==> config.mk <==
export PLATFORM = sky130hd
export DESIGN_NAME = mem_port_arbiter
export DESIGN_NICKNAME = d
export VERILOG_FILES = /design/src/rtl/pkg_mem_arb.sv /design/src/rtl/arb_tag_pipe.sv /design/src/rtl/mem_port_arbiter.sv
export SDC_FILE = /design/constraint.sdc
export NUM_CORES = 1
export LEC_CHECK = 0
export BUFFER_PORTS_ARGS = -buffer_cell sky130_fd_sc_hd__buf_4
export CAP_MARGIN = 20
export CORE_AREA = 4 4 102 104
export DETAILED_ROUTE_END_ITERATION = 8
export DIE_AREA = 0 0 106 108
export SYNTH_ARGS = -nofsm -noshare
export SYNTH_HDL_FRONTEND = slang
export SYNTH_SLANG_ARGS = --single-unit
==> constraint.sdc <==
create_clock -name clock -period 2.4 [get_ports clock]
set_input_delay 0.12 -clock clock [delete_from_list [all_inputs] [get_ports clock]]
set_output_delay 0.12 -clock clock [all_outputs]
set_load 0.01 [all_outputs]
==> src/rtl/pkg_mem_arb.sv <==
// Shared types for the fetch/data memory port arbiter.
// Owner encoding and the per-issue tag that travels with each read.
package pkg_mem_arb;

    localparam int MAX_LATENCY = 4;

    typedef enum logic {
        OWN_IF = 1'b0,
        OWN_DM = 1'b1
    } owner_e;

    typedef struct packed {
        logic   valid;
        owner_e owner;
    } tag_t;

endpackage

==> src/rtl/arb_tag_pipe.sv <==
// Tag shift register tracking outstanding reads until their data returns.
// A flush invalidates fetch-owned tags, including the one entering and the one leaving.
module arb_tag_pipe
    import pkg_mem_arb::*;
#(
    parameter int DEPTH = 1
) (
    input  logic clock,
    input  logic reset,
    input  tag_t load_tag,
    input  logic flush,
    output tag_t tail_tag
);

    tag_t stage_q [DEPTH];
    tag_t stage_d [DEPTH];

    always_comb begin
        stage_d[0] = load_tag;
        for (int i = 1; i < DEPTH; i++) begin
            stage_d[i] = stage_q[i-1];
        end
        if (flush) begin
            for (int i = 0; i < DEPTH; i++) begin
                if (stage_d[i].owner == OWN_IF) begin
                    stage_d[i].valid = 1'b0;
                end
            end
        end
    end

    always_ff @(posedge clock or posedge reset) begin
        if (reset) begin
            for (int i = 0; i < DEPTH; i++) begin
                stage_q[i] <= '0;
            end
        end else begin
            for (int i = 0; i < DEPTH; i++) begin
                stage_q[i] <= stage_d[i];
            end
        end
    end

    // The exiting fetch response is killed in the same cycle as the flush.
    always_comb begin
        tail_tag = stage_q[DEPTH-1];
        if (flush && tail_tag.owner == OWN_IF) begin
            tail_tag.valid = 1'b0;
        end
    end

endmodule

==> src/rtl/mem_port_arbiter.sv <==
// Arbitrates a single-port unified memory between fetch and load/store.
// Data wins ties unless fetch has been starved STARVE_LIMIT times in a row.
module mem_port_arbiter
    import pkg_mem_arb::*;
#(
    parameter int ADDR_WIDTH   = 32,
    parameter int DATA_WIDTH   = 32,
    parameter int MEM_LATENCY  = 1,
    parameter int STARVE_LIMIT = 3
) (
    input  logic                  clock,
    input  logic                  reset,
    input  logic                  if_req,
    input  logic [ADDR_WIDTH-1:0] if_addr,
    input  logic                  if_flush,
    output logic                  if_gnt,
    output logic                  if_stall,
    output logic                  if_rvalid,
    output logic [DATA_WIDTH-1:0] if_rdata,
    input  logic                  dm_req,
    input  logic                  dm_we,
    input  logic [ADDR_WIDTH-1:0] dm_addr,
    input  logic [DATA_WIDTH-1:0] dm_wdata,
    output logic                  dm_gnt,
    output logic                  dm_stall,
    output logic                  dm_rvalid,
    output logic [DATA_WIDTH-1:0] dm_rdata,
    output logic                  mem_en,
    output logic                  mem_we,
    output logic [ADDR_WIDTH-1:0] mem_addr,
    output logic [DATA_WIDTH-1:0] mem_wdata,
    input  logic [DATA_WIDTH-1:0] mem_rdata
);

    localparam logic [3:0] LIMIT = 4'(STARVE_LIMIT);

    logic [3:0] starve_q;
    logic [3:0] starve_d;
    logic       starved;
    tag_t       load_tag;
    tag_t       tail_tag;

    assign starved = (starve_q == LIMIT);

    always_comb begin
        if_gnt = 1'b0;
        dm_gnt = 1'b0;
        if (dm_req && !(if_req && starved)) begin
            dm_gnt = 1'b1;
        end else if (if_req) begin
            if_gnt = 1'b1;
        end
    end

    assign if_stall = if_req & ~if_gnt;
    assign dm_stall = dm_req & ~dm_gnt;

    assign mem_en    = if_gnt | dm_gnt;
    assign mem_we    = dm_gnt & dm_we;
    assign mem_wdata = mem_we ? dm_wdata : '0;

    always_comb begin
        mem_addr = '0;
        if (if_gnt) begin
            mem_addr = if_addr;
        end else if (dm_gnt) begin
            mem_addr = dm_addr;
        end
    end

    always_comb begin
        starve_d = starve_q;
        if (if_gnt || !if_req) begin
            starve_d = '0;
        end else if (dm_gnt && !starved) begin
            starve_d = starve_q + 4'd1;
        end
    end

    always_ff @(posedge clock or posedge reset) begin
        if (reset) begin
            starve_q <= '0;
        end else begin
            starve_q <= starve_d;
        end
    end

    // Stores occupy a slot but never return data.
    always_comb begin
        load_tag.valid = if_gnt | (dm_gnt & ~dm_we);
        load_tag.owner = dm_gnt ? OWN_DM : OWN_IF;
    end

    arb_tag_pipe #(
        .DEPTH(MEM_LATENCY)
    ) u_tag_pipe (
        .clock   (clock),
        .reset   (reset),
        .load_tag(load_tag),
        .flush   (if_flush),
        .tail_tag(tail_tag)
    );

    assign if_rvalid = tail_tag.valid & (tail_tag.owner == OWN_IF);
    assign dm_rvalid = tail_tag.valid & (tail_tag.owner == OWN_DM);
    assign if_rdata  = if_rvalid ? mem_rdata : '0;
    assign dm_rdata  = dm_rvalid ? mem_rdata : '0;

endmodule

=== After elaboration in Yosys (flattened, before gate mapping) ===
Index checks and enable logic that the tools add are counted.

* Bitwise gates (word level): 12
* Reduce and logical (&&, ||, !) cells: 9
* Equal/unequal tests: 1
* Muxes and demuxes: 14
* $add $sub $neg: 1

{| class="wikitable"
|+ Operator list
! cell !! number
|-
| 32-bit two-way mux || 5
|-
| 4-bit two-way mux || 2
|-
| 1-bit two-way mux || 7
|-
| 1-bit AND || 6
|-
| 4-bit by 1-bit adder with 4-bit output, second input constant || 1
|-
| 4-bit by 2-bit equality test with 1-bit output, second input constant || 1
|-
| 1-bit logical AND || 4
|-
| 1-bit inverter || 4
|-
| 1-bit zero test || 3
|-
| 1-bit bitwise OR || 2
|-
| 2-bit nonzero test || 1
|-
| 1-bit logical OR || 1
|}

* Word-level logic and storage cells: 40
* Bits of input ports: 134
* Bits in registers: 6
* Output and inout port bits: 136

=== Depth between registers and ports, before layout ===
* Depth in word-level cells: 9
* Mapped depth: 7
* Mapped depth without buffers: 5

=== Cells and area by module ===
From an unflattened synthesis, not the netlist that was laid out.

* Cells, all modules: 247
* Area, all modules: 1625.3 um2

{| class="wikitable"
|+ Modules (own cells, without submodules)
! module !! seq. area each (um2) !! times used !! cells an instance !! area an instance (um2)
|-
| mem_port_arbiter || 100.1 || 1 || 239 || 1541.5
|-
| arb_tag_pipe || 50.0 || 1 || 8 || 83.8
|}

=== Worst setup path after synthesis ===
Ideal clock, no wire load.

* Path type: register to output
* Start: reg starve_q[0]
* End: out mem_addr[18]
* Cell stages (with the launch flop): 8
* Slack: 0.872 ns
* Buffers on the path: 2
* Data required time: 2.280 ns
* Arrival: 1.408 ns
* Path through: dfrtp_1 -> ha_1 -> nand4bb_1 -> buf_2 -> nand2_1 -> inv_1 -> buf_2 -> o21ai_0

* Cells in the longest elaborated chain, start to end: 7
* Elaborated cells on any way between the ends: 8
* Classes of those cells: eq/ne (1); mux (4); reduce/logical (3)

{| class="wikitable"
|+ RTL lines
! what !! RTL line !! source
|-
| start, declared || mem_port_arbiter.sv:37 || <nowiki>logic [3:0] starve_q;</nowiki>
|-
| start signal, assigned || mem_port_arbiter.sv:84 || <nowiki>starve_q <= starve_d;</nowiki>
|-
| 4-bit by 2-bit equality test with 1-bit output || mem_port_arbiter.sv:43 || <nowiki>assign starved = (starve_q == LIMIT);</nowiki>
|-
| 1-bit logical AND || mem_port_arbiter.sv:48 || <nowiki>if (dm_req && !(if_req && starved)) begin</nowiki>
|-
| 1-bit zero test || mem_port_arbiter.sv:48 ||
|-
| 1-bit logical AND || mem_port_arbiter.sv:48 ||
|-
| 1-bit two-way mux || mem_port_arbiter.sv:48 ||
|-
| via dm_gnt || mem_port_arbiter.sv:24 || <nowiki>output logic dm_gnt,</nowiki>
|-
| 32-bit two-way mux || mem_port_arbiter.sv:66 || <nowiki>end else if (dm_gnt) begin</nowiki>
|-
| 32-bit two-way mux || mem_port_arbiter.sv:64 || <nowiki>if (if_gnt) begin</nowiki>
|-
| end, declared || mem_port_arbiter.sv:30 || <nowiki>output logic [ADDR_WIDTH-1:0] mem_addr,</nowiki>
|}

The timed path passes the listed nets, and every way through them passes these cells.

=== Final worst setup path ===
* Start: reg starve_q[0]
* End: out mem_wdata[24]

* Cells in the longest elaborated chain, start to end: 7

{| class="wikitable"
|+ RTL lines
! what !! RTL line !! source
|-
| 4-bit by 2-bit equality test with 1-bit output || mem_port_arbiter.sv:43 ||
|-
| 1-bit logical AND || mem_port_arbiter.sv:48 ||
|-
| 1-bit zero test || mem_port_arbiter.sv:48 ||
|-
| 1-bit logical AND || mem_port_arbiter.sv:48 ||
|-
| 1-bit two-way mux || mem_port_arbiter.sv:48 ||
|-
| 1-bit AND || mem_port_arbiter.sv:59 || <nowiki>assign mem_we = dm_gnt & dm_we;</nowiki>
|-
| 32-bit two-way mux || mem_port_arbiter.sv:60 || <nowiki>assign mem_wdata = mem_we ? dm_wdata : '0;</nowiki>
|-
| end, declared || mem_port_arbiter.sv:31 || <nowiki>output logic [DATA_WIDTH-1:0] mem_wdata,</nowiki>
|}

No other way between the ends.

==> impl_metrics.py <==
metrics = {
    "run_status": {
        "status": "finished clean",
    },
    "pwr": {
        "leakage_nw": 2.107,
        "peakVddDrop_mv": 0.1718,
        "p_per_area_nw_per_um2": 225.8,
    },
    "clock_tree": {
        "cts-root-buf": "clkbuf_8",
        "cts.sinks": 6,
        "htree_levels": 1,
        "clockBufferDepth": 2,
        "cts.clk_slew.worst_paths_ns": 0.04,
        "cts_buffers": 3,
        "cts_tree": "built",
        "clock_latency_ns": 0.23,
        "post_cts_buffers": 0,
    },
    "sta": {
        "rsz0062_at_grt": "false",
        "worstMarginPinSlew_ns": 0.4849,
        "slew_headroom": 0.6760,
        "finalSetupViolCount": 0,
        "final.setup.tns_ns": 0,
        "fin_skew_ns": 0.007313,
        "finalCritPeriodShare": 0.9018,
        "max_clock_freq_mhz": 462.0,
        "hold_viol": 0,
        "drv_slew": 0,
        "finalCriticalPeriod_ns": 2.164,
    },
    "global_routing": {
        "antenna_found_initial": 0,
        "grt_pass1_vias": 2535,
        "grt.total_usage": 0.1288,
        "grt_overflow": 0,
        "grt_max_degree": 38,
        "grt_first_pass_wirelength_mm": 12.20,
    },
    "yosys": {
        "postSynthCellCount": 248,
        "synth_ff_type": "dfrtp_1",
        "synth.yosys.seq_area_share": 0.1000,
        "synth.top_cell.area_share": 0.2542,
        "ys_ff_latch": 6,
        "avgSynthCellArea_um2": 6.054,
        "synthTopCellsByArea": "and2_1 25%, and3_1 14%, nand3_1 11%, o21ai_0 11%, dfrtp_1 10%",
        "synth.cell_area_um2": 1501,
        "yosys_warnings": 0,
        "synth.net_count": 383,
        "netlist.top_cell.by_area": "and2_1",
        "synth_cell_type_count": 24,
        "synth-edff-count": 0,
        "async_flop_share": 1.000,
    },
    "finish": {
        "finalNonFillerCells": 630,
        "fillers": 1024,
        "final_layout_size_suffix_gt1_frac": 0.5795,
        "fin_nets": 634,
        "multi_input_area_um2": 1200,
        "diodes": 0,
        "syn_to_final_growth_pct": 141.9,
        "fin_area_um2": 3632,
        "regArea_um2": 150.1,
    },
    "placement": {
        "dp_hpwl_mm": 7.013,
        "io_buffers": 269,
        "post_dp_cell_area_um2": 3577,
        "dp_cells": 626,
        "gp_congestion": 0.7997,
    },
    "min_path": {
        "hp-class": "in -> reg",
        "whs_path_depth": 3,
    },
    "detailed_routing": {
        "final_antenna_net_count": 0,
        "routed_via_density": 4.165,
        "drt-initial-drc-count": 54,
        "drc": 0,
        "via_count": 2624,
        "totalWireLength_mm": 8.350,
        "routedWlPerCell_um": 13.25,
        "first_pass_iters": 4,
    },
    "critical_path": {
        "crit_fanout": 35,
        "required_ns": 2.28,
        "reg2reg_depth": 5,
        "crit_type": "reg -> out",
        "cp-start-kind": "register",
        "end_kind": "output pin",
        "arrival_ns": 2.04,
    },
    "floorplan": {
        "die_x_um": 106,
        "core-area_um2": 9549,
        "initial_core_util": 0.1572,
        "dieArea_um2": 11450,
        "io_pins": 270,
        "die_h_um": 108,
        "rows": 36,
    },
    "job": {
        "cap_violations": 0,
    },
}
-- metal layers --
layer	wire, µm	GRT usage	vias to the layer above	part of all wire
li1	-	-	1318	-
met5	0	0	-	0
met1	2966	0.1390	1150	0.36
met3	862	0.03343	6	0.10
met2	4453	0.2568	150	0.53
met4	67	0.01665	0	0.0080
-- path summary, 6_finish.rpt --
check	start	to	slack (ns)
hold reg to reg	starve_q[0]	starve_q[0]	0.46
min in group asynchronous	reset	u_tag_pipe.tail_tag[0]	0.39
max in group asynchronous	reset	starve_q[3]	1.80
hold / removal	if_flush	u_tag_pipe.stage_q[1]	0.20
setup reg to reg	starve_q[0]	u_tag_pipe.stage_q[1]	0.69
setup / recovery	starve_q[0]	mem_wdata[24]	0.24
-- stage by stage --
stage / hold slack, ns / total power [mW] / worst slack, ns / util
finish: 0.1978 / 0.8203 / 0.2356 / 0.3804
detailed placement: 0.05837 / 0.6732 / 0.3436 / 0.3746
CTS: 0.1959 / 0.8307 / 0.1116 / 0.3800
floorplan: -0.08904 / 0.3193 / 0.8725 / -
global placement: 0.05931 / 0.6696 / 0.3968 / 0.3746
global route: 0.2149 / 0.8795 / 0.05089 / 0.3804
-- cell type report --
type,instances,area share
well taps,133,0.04581
multi-input cells,211,0.3303
flip-flops and latches,6,0.04134
clock buffers,3,0.01137
inverters,3,0.004134
repair buffers,274,0.5670
-- Yosys cell counts (all sizes together), types with 3 or more instances --
cell     n
inv      3
buf      8
nand3   33
o21ai   32
nand2   33
dfrtp    6
and2    69
clkbuf  20
and3    34
-- critical path, stage by stage (launching register included) --
cell and delay (ns):
dfrtp_1 0.39, ha_1 0.23, nand4bb_1 0.12, buf_4 0.35
and3_4 0.43, and2_4 0.19, buf_4 0.11
-- state kept, by name, summed over array words and instances (netlist names) --
name	flops
u_tag_pipe.tail_tag	1
starve_q	4
u_tag_pipe.stage_q	1
-- kinds of logic after synthesis --
kind of cell	after synthesis	synth area share
compound gates	33	0.1100
xor+xnor	2	0.01167
fa+ha+maj	1	0.008332
buf+inv	31	0.1042
flops	6	0.1000
simple gates	175	0.6658
-- placed cells by master (no fill, tap or decap), drive strengths merged --
cell type	synthesis	layout
and2	69	69
o21ai	32	32
xor2	1	1
nor3b	1	1
xnor2	1	1
inv	3	2
ha	1	1
clkbuf	20	3
a21oi	1	1
nand2b	1	1
nand4bb	1	1
nor2	1	1
and3	34	34
nand2	33	33
buf	8	273
nand3	33	33
dlygate4sd3	0	1
dfrtp	6	6
or2	1	1
nor2b	1	1
clkinvlp	0	1
-- power breakdown --
part           internal, mW  switching [mW]
clock                 0.108          0.0449
sequential            0.106         0.00366
combinational         0.328           0.230
-- timing repair --
| action | CTS | global route |
|---|---|---|
| endpoints found under the setup margin | 0 | 29 |
| endpoints found under the hold margin | 6 | 0 |
| resized for setup | 0 | 1 |
| hold buffers | 1 | 0 |
Note: power is estimated with default switching activity, not from simulation.
